### src/rtl/iob_split_tracked_if.sv
// Bus bundle for iob_split_tracked: CPU-side IOb request/response plus the fanned-out
// per-target request/response vectors.
interface iob_split_tracked_if #(
    parameter int unsigned N_OUT  = 4,
    parameter int unsigned SEL_W  = 2,
    parameter int unsigned ADDR_W = 28,
    parameter int unsigned DATA_W = 32
);
    logic                              iob_valid_i;
    logic [ADDR_W-1:0]                 iob_addr_i;
    logic [DATA_W-1:0]                 iob_wdata_i;
    logic [DATA_W/8-1:0]               iob_wstrb_i;
    logic                              iob_ready_o;
    logic                              iob_rvalid_o;
    logic [DATA_W-1:0]                 iob_rdata_o;
    logic [N_OUT-1:0]                  out_valid_o;
    logic [N_OUT*(ADDR_W-SEL_W)-1:0]   out_addr_o;
    logic [N_OUT*DATA_W-1:0]           out_wdata_o;
    logic [N_OUT*DATA_W/8-1:0]         out_wstrb_o;
    logic [N_OUT-1:0]                  out_rvalid_i;
    logic [N_OUT*DATA_W-1:0]           out_rdata_i;
    logic [N_OUT-1:0]                  out_ready_i;
    logic                              err_o;

    // Splitter view.
    modport slave (
        input  iob_valid_i, iob_addr_i, iob_wdata_i, iob_wstrb_i,
        output iob_ready_o, iob_rvalid_o, iob_rdata_o,
        output out_valid_o, out_addr_o, out_wdata_o, out_wstrb_o,
        input  out_rvalid_i, out_rdata_i, out_ready_i,
        output err_o
    );

    // CPU plus peripheral-array view.
    modport master (
        output iob_valid_i, iob_addr_i, iob_wdata_i, iob_wstrb_i,
        input  iob_ready_o, iob_rvalid_o, iob_rdata_o,
        input  out_valid_o, out_addr_o, out_wdata_o, out_wstrb_o,
        output out_rvalid_i, out_rdata_i, out_ready_i,
        input  err_o
    );
endinterface

### src/rtl/iob_split_tracked.sv
// N-way IOb splitter: decodes the address MSBs to a target, tracks outstanding reads so
// responses come back from the owning target, and answers unmapped selects internally.
module iob_split_tracked #(
    parameter int unsigned        N_OUT     = 4,
    parameter int unsigned        SEL_W     = 2,
    parameter int unsigned        ADDR_W    = 28,
    parameter int unsigned        DATA_W    = 32,
    parameter int unsigned        MAX_PEND  = 4,
    parameter logic [DATA_W-1:0]  ERR_RDATA = 32'hDEAD_BEEF
) (
    input  logic           clk_i,
    input  logic           cke_i,
    input  logic           rst_i,
    iob_split_tracked_if.slave bus
);
    localparam int unsigned A_OUT_W = ADDR_W - SEL_W;
    localparam int unsigned CNT_W   = $clog2(MAX_PEND + 1);

    logic [SEL_W-1:0] sel;
    logic [SEL_W-1:0] pend_sel_q, pend_sel_d;
    logic [CNT_W-1:0] pend_cnt_q, pend_cnt_d;
    logic             err_rv_q, err_rv_d;
    logic             sel_mapped, pend_mapped, is_read, stall;
    logic             ready, accept, rd_accept, tgt_rvalid, rvalid;

    assign sel         = bus.iob_addr_i[ADDR_W-1 -: SEL_W];
    assign sel_mapped  = 32'(sel) < N_OUT;
    assign pend_mapped = 32'(pend_sel_q) < N_OUT;
    assign is_read     = bus.iob_wstrb_i == '0;

    // Hold off a different target until its predecessor's reads drain, and cap outstanding reads.
    assign stall = bus.iob_valid_i &
                   (((pend_cnt_q != '0) && (sel != pend_sel_q)) ||
                    (is_read && (pend_cnt_q == CNT_W'(MAX_PEND))));

    assign bus.out_addr_o  = {N_OUT{bus.iob_addr_i[A_OUT_W-1:0]}};
    assign bus.out_wdata_o = {N_OUT{bus.iob_wdata_i}};
    assign bus.out_wstrb_o = {N_OUT{bus.iob_wstrb_i}};

    always_comb begin
        bus.out_valid_o = '0;
        ready           = 1'b0;
        if (!stall) begin
            if (sel_mapped) begin
                for (int unsigned k = 0; k < N_OUT; k++) begin
                    if (32'(sel) == k) begin
                        bus.out_valid_o[k] = bus.iob_valid_i;
                        ready              = bus.out_ready_i[k];
                    end
                end
            end else begin
                ready = 1'b1;
            end
        end
    end

    assign bus.iob_ready_o = ready;
    assign accept          = bus.iob_valid_i & ready;
    assign rd_accept       = accept & is_read;
    assign bus.err_o       = accept & ~sel_mapped;

    always_comb begin
        tgt_rvalid      = 1'b0;
        bus.iob_rdata_o = ERR_RDATA;
        for (int unsigned k = 0; k < N_OUT; k++) begin
            if (32'(pend_sel_q) == k) begin
                tgt_rvalid      = bus.out_rvalid_i[k];
                bus.iob_rdata_o = bus.out_rdata_i[k*DATA_W +: DATA_W];
            end
        end
    end

    assign rvalid           = (pend_cnt_q != '0) & (pend_mapped ? tgt_rvalid : err_rv_q);
    assign bus.iob_rvalid_o = rvalid;

    always_comb begin
        pend_cnt_d = pend_cnt_q;
        pend_sel_d = pend_sel_q;
        err_rv_d   = rd_accept & ~sel_mapped;
        if (rd_accept) begin
            pend_sel_d = sel;
        end
        if (rd_accept && !rvalid) begin
            pend_cnt_d = pend_cnt_q + CNT_W'(1);
        end else if (!rd_accept && rvalid) begin
            pend_cnt_d = pend_cnt_q - CNT_W'(1);
        end
    end

    always_ff @(posedge clk_i) begin
        if (cke_i) begin
            if (rst_i) begin
                pend_cnt_q <= '0;
                pend_sel_q <= '0;
                err_rv_q   <= 1'b0;
            end else begin
                pend_cnt_q <= pend_cnt_d;
                pend_sel_q <= pend_sel_d;
                err_rv_q   <= err_rv_d;
            end
        end
    end
endmodule

### src/flat_wrapper.sv
// flat-port wrapper written by rule: the top's interface ports become plain ports
module iob_split_tracked_flat 
#(
    parameter int unsigned        N_OUT     = 4,
    parameter int unsigned        SEL_W     = 2,
    parameter int unsigned        ADDR_W    = 28,
    parameter int unsigned        DATA_W    = 32,
    parameter int unsigned        MAX_PEND  = 4,
    parameter logic [DATA_W-1:0]  ERR_RDATA = 32'hDEAD_BEEF
)
  (clk_i, cke_i, rst_i, bus_iob_valid_i, bus_iob_addr_i, bus_iob_wdata_i, bus_iob_wstrb_i, bus_iob_ready_o, bus_iob_rvalid_o, bus_iob_rdata_o, bus_out_valid_o, bus_out_addr_o, bus_out_wdata_o, bus_out_wstrb_o, bus_out_rvalid_i, bus_out_rdata_i, bus_out_ready_i, bus_err_o);
  iob_split_tracked_if #(.N_OUT(N_OUT), .SEL_W(SEL_W), .ADDR_W(ADDR_W), .DATA_W(DATA_W)) bus_i ();
  input  logic clk_i;
  input  logic cke_i;
  input  logic rst_i;
  input wire logic [$bits(bus_i.iob_valid_i)-1:0] bus_iob_valid_i;
  input wire logic [$bits(bus_i.iob_addr_i)-1:0] bus_iob_addr_i;
  input wire logic [$bits(bus_i.iob_wdata_i)-1:0] bus_iob_wdata_i;
  input wire logic [$bits(bus_i.iob_wstrb_i)-1:0] bus_iob_wstrb_i;
  output wire logic [$bits(bus_i.iob_ready_o)-1:0] bus_iob_ready_o;
  output wire logic [$bits(bus_i.iob_rvalid_o)-1:0] bus_iob_rvalid_o;
  output wire logic [$bits(bus_i.iob_rdata_o)-1:0] bus_iob_rdata_o;
  output wire logic [$bits(bus_i.out_valid_o)-1:0] bus_out_valid_o;
  output wire logic [$bits(bus_i.out_addr_o)-1:0] bus_out_addr_o;
  output wire logic [$bits(bus_i.out_wdata_o)-1:0] bus_out_wdata_o;
  output wire logic [$bits(bus_i.out_wstrb_o)-1:0] bus_out_wstrb_o;
  input wire logic [$bits(bus_i.out_rvalid_i)-1:0] bus_out_rvalid_i;
  input wire logic [$bits(bus_i.out_rdata_i)-1:0] bus_out_rdata_i;
  input wire logic [$bits(bus_i.out_ready_i)-1:0] bus_out_ready_i;
  output wire logic [$bits(bus_i.err_o)-1:0] bus_err_o;
  assign bus_i.iob_valid_i = bus_iob_valid_i;
  assign bus_i.iob_addr_i = bus_iob_addr_i;
  assign bus_i.iob_wdata_i = bus_iob_wdata_i;
  assign bus_i.iob_wstrb_i = bus_iob_wstrb_i;
  assign bus_iob_ready_o = bus_i.iob_ready_o;
  assign bus_iob_rvalid_o = bus_i.iob_rvalid_o;
  assign bus_iob_rdata_o = bus_i.iob_rdata_o;
  assign bus_out_valid_o = bus_i.out_valid_o;
  assign bus_out_addr_o = bus_i.out_addr_o;
  assign bus_out_wdata_o = bus_i.out_wdata_o;
  assign bus_out_wstrb_o = bus_i.out_wstrb_o;
  assign bus_i.out_rvalid_i = bus_out_rvalid_i;
  assign bus_i.out_rdata_i = bus_out_rdata_i;
  assign bus_i.out_ready_i = bus_out_ready_i;
  assign bus_err_o = bus_i.err_o;
  iob_split_tracked #(.N_OUT(N_OUT), .SEL_W(SEL_W), .ADDR_W(ADDR_W), .DATA_W(DATA_W), .MAX_PEND(MAX_PEND), .ERR_RDATA(ERR_RDATA)) u_core (.clk_i(clk_i), .cke_i(cke_i), .rst_i(rst_i), .bus(bus_i));
endmodule
### config.mk
export PLATFORM = sky130hd
export DESIGN_NAME = iob_split_tracked_flat
export DESIGN_NICKNAME = d
export VERILOG_FILES = /design/src/rtl/iob_split_tracked_if.sv /design/src/rtl/iob_split_tracked.sv /design/src/flat_wrapper.sv
export SDC_FILE = /design/constraint.sdc
export NUM_CORES = 1
export LEC_CHECK = 0
export ABC_AREA = 1
export ABC_CLOCK_PERIOD_IN_PS = 4000
export CAP_MARGIN = 20
export CORE_AREA = 2 2 193 195
export DETAILED_ROUTE_END_ITERATION = 6
export DIE_AREA = 0 0 195 197
export PLACE_DENSITY_LB_ADDON = 0.05
export SYNTH_ARGS = -nofsm -noshare
export SYNTH_HDL_FRONTEND = slang
export SYNTH_SLANG_ARGS = --single-unit
### constraint.sdc
create_clock -name clk_i -period 4 [get_ports clk_i]
set_input_delay 0.6 -clock clk_i [delete_from_list [all_inputs] [get_ports clk_i]]
set_output_delay 0.6 -clock clk_i [all_outputs]
set_load 0.03 [all_outputs]
==> impl_results.md <==
* CP startpoint: bus_iob_addr_i[26]
* Clock sink total at 5
* Tcrit/Tclk final at 0.844
* Cell count after placement at 925
* Syn avg cell area at 6.25 um^2
* Total wire length at 14800 um
* Reg2reg setup slack at 1230 ps
* Core area at 36300 um^2
* Buffers on Ports at 199
* Maximum buffer depth of the clock tree at 2
* DP HPWL at 12900 um
* Sequential share of the synthesized area at 0.0468
* Required @ worst endpoint at 3400 ps
* Fill count at 4263
* Reg2Reg Launch Point: u_core.pend_sel_q[0]
* GPL Wtd Cong at 0.689
* Cell variety after synth at 23
* Setup_tns at 0 ps
* Critical path type: primary input to primary output
* Peak supply drop at 0.0803 mV
* Placement row count at 70
* Initial Utilization at 0.0884
* Synthesized Nets at 718
* Initial drt markers at 61
* ANT nets after route at 0
* Max FO, Critical Path at 6
* Via/cell ratio at 2.83
* # IOs at 491
* Post-cts resize count at 0
* Die Area at 38400 um^2
* Yosys top cell area share at 0.585
* CTS Hold Buffers Added at 0
* Clk slew on worst S/H paths at 30 ps
* Post-route setup slack at 622 ps
* Hold WS at 619 ps
* Tot Pwr at 0.773 mW
* Post-Synth Adder-Cell Area at 0.00624
* 1st-pass router iterations at 4
* Fraction of the mapped netlist area in simple logic gates at 0.216
* Die Y at 197 um
* Total of max-cap violations at 0
* Netlist Area Pre-Place at 3210 um^2
* Wire per inst at 15.9 um
* Die Width at 195 um
* H-Tree Depth at 1
* Area grow syn2layout at 25.2%
* Largest net degree at the start of global routing at 27
* CTS tree: built
* CTS Buf Count at 3
* Post-synthesis register bit count at 5
* Worst reg2reg path depth at 12
* Via count at 2631
* Final nets at 667
* Min cycle time layout at 3380 ps
* Final Util at 0.111
* Global-route wire length before repair at 20800 um
* Largest family of logic cells by synthesized area: buffers and inverters
* Place WS at 622 ps
* Synth Area in Compound Gates at 0.0897
* DR DRC count at 0
* Syn Inst Count at 513
* Setup Buffers After CTS at 0
* Final setup vio count at 0
* Worst-Skew Late Latency at 220 ps
* Crit path DAT at 2780 ps
* Final Cell Area at 4020 um^2
* Warnings, synthesis at 0
* Max-slew violations at 0
* Worst Hold Class: flop to flop
* Crit end category: primary output
* FMAX at 0.296 GHz
* DP Area at 3930 um^2
* Total GRT Usage at 0.0742
* XOR/XNOR Fraction of Synth Area at 0.00273
* Status: finished clean
* R2R Path End: u_core.pend_cnt_q[2]
* Root Driver: clkbuf_16
* Final clock skew at 2.44 ps
* Synth area leaders: buf_4 (59%), nand2_1 (10%), o21ai_0 (5.6%)
* Initial antenna violation count at 8
* Share of post-route cells with drive strength above 1 at 0.0499
* Non-filler cells in the finished layout at 931
* End point of the critical path: bus_out_valid_o[2]
* Global-route congestion overflow total at 0
* Vias in the first global route at 2951
* Fin. Hold Viols at 0
* Multiplexer share of the synthesized area at 0
* Crit start category: primary input
* Static leakage at 1.46 nW
* Synth area leader: buf_4
* RSZ-0062 raised after global routing: no
* PD cells at 192 nW/um^2
[worst max-delay path, stage by stage]
cell             delay [ps]
clkdlybuf4s50_1         570
inv_1                   140
nand2_1                  80
nand2_1                  60
nor2_1                  120
nand2_1                  70
nand2_2                 110
nand2_1                 130
nor3_1                  180
clkdlybuf4s50_1         710
[cells by family after synthesis]
| group | count (synthesis) |
|---|---|
| AOI/OAI and AO/OA | 51 |
| xor gates and xnor gates | 1 |
| adders and majority gates | 1 |
| buffers and inverters | 292 |
| DFF | 5 |
| other | 1 |
| and+or+nand+nor | 162 |
[report_power, final]
part           internal [mW]  switching, mW  total (mW)
sequential            0.0640        0.00706      0.0710
combinational          0.266          0.275       0.540
clock                  0.132         0.0298       0.162
total                  0.461          0.312       0.773
[worst min-delay path by stage]
stage | cells past startpoint | start | end
after floorplan | 1 | u_core.pend_cnt_q[0] | u_core.pend_cnt_q[0]
after global placement | 1 | u_core.pend_cnt_q[0] | u_core.pend_cnt_q[0]
after detailed placement | 1 | u_core.pend_cnt_q[0] | u_core.pend_cnt_q[0]
after CTS | 1 | u_core.pend_cnt_q[0] | u_core.pend_cnt_q[0]
after global routing | 1 | u_core.pend_cnt_q[0] | u_core.pend_cnt_q[0]
final | 1 | u_core.pend_cnt_q[0] | u_core.pend_cnt_q[0]
[flip-flops by register name, indices dropped and copies added (netlist names)]
| name | count |
|---|---|
| u_core.pend_cnt_q | 3 |
| u_core.pend_sel_q | 2 |
[final cells by class]
class                           count  area, um^2  area share
Tap cell                          468         586       0.146
Sequential cell                     5         150      0.0374
Timing Repair Buffer              207        2070       0.516
Multi-Input combinational cell    216        1020       0.253
Inverter                           29         109      0.0271
Clock buffer                        4        78.8      0.0196
Antenna cell                        2        5.00     0.00125
[cells in the final DEF, fill, tap and decap left out]
cell	instances
o21ai_0	36
nand2_2	3
fa_1	1
nand2_1	86
clkbuf_16	3
edfxtp_1	5
nor2_1	35
clkbuf_1	1
nand4_1	9
buf_12	2
nor2_2	3
clkdlybuf4s50_1	197
a21boi_1	1
nand3_1	20
a21oi_1	1
buf_4	8
inv_1	26
nand4_4	1
o31ai_1	12
nor3_1	4
inv_2	3
and2_1	1
xor2_1	1
o21ai_1	1
diode_2	2
conb_1	1
[metal layers]
layer / track usage / wire (um)
met5: 0 / 75
met4: 0.0215 / 333
met3: 0.0529 / 2420
met2: 0.137 / 7450
met1: 0.0634 / 4550
[cells in the mapped netlist]
| cell | n |
|---|---|
| buf_4 | 250 |
| nand2_1 | 86 |
| nor2_1 | 36 |
| o21ai_0 | 36 |
| inv_1 | 26 |
| nand3_1 | 20 |
| o31ai_1 | 12 |
| nand4_1 | 9 |
| buf_2 | 7 |
| clkbuf_1 | 6 |
| edfxtp_1 | 5 |
| nor3_1 | 4 |
| inv_2 | 3 |
| nand2_2 | 3 |
| nor2_2 | 2 |
| a21boi_1 | 1 |
| a21oi_1 | 1 |
| and2_1 | 1 |
| conb_1 | 1 |
| fa_1 | 1 |
| nand4_4 | 1 |
| o21ai_1 | 1 |
| xor2_1 | 1 |
(Power assumes the default switching activity.)
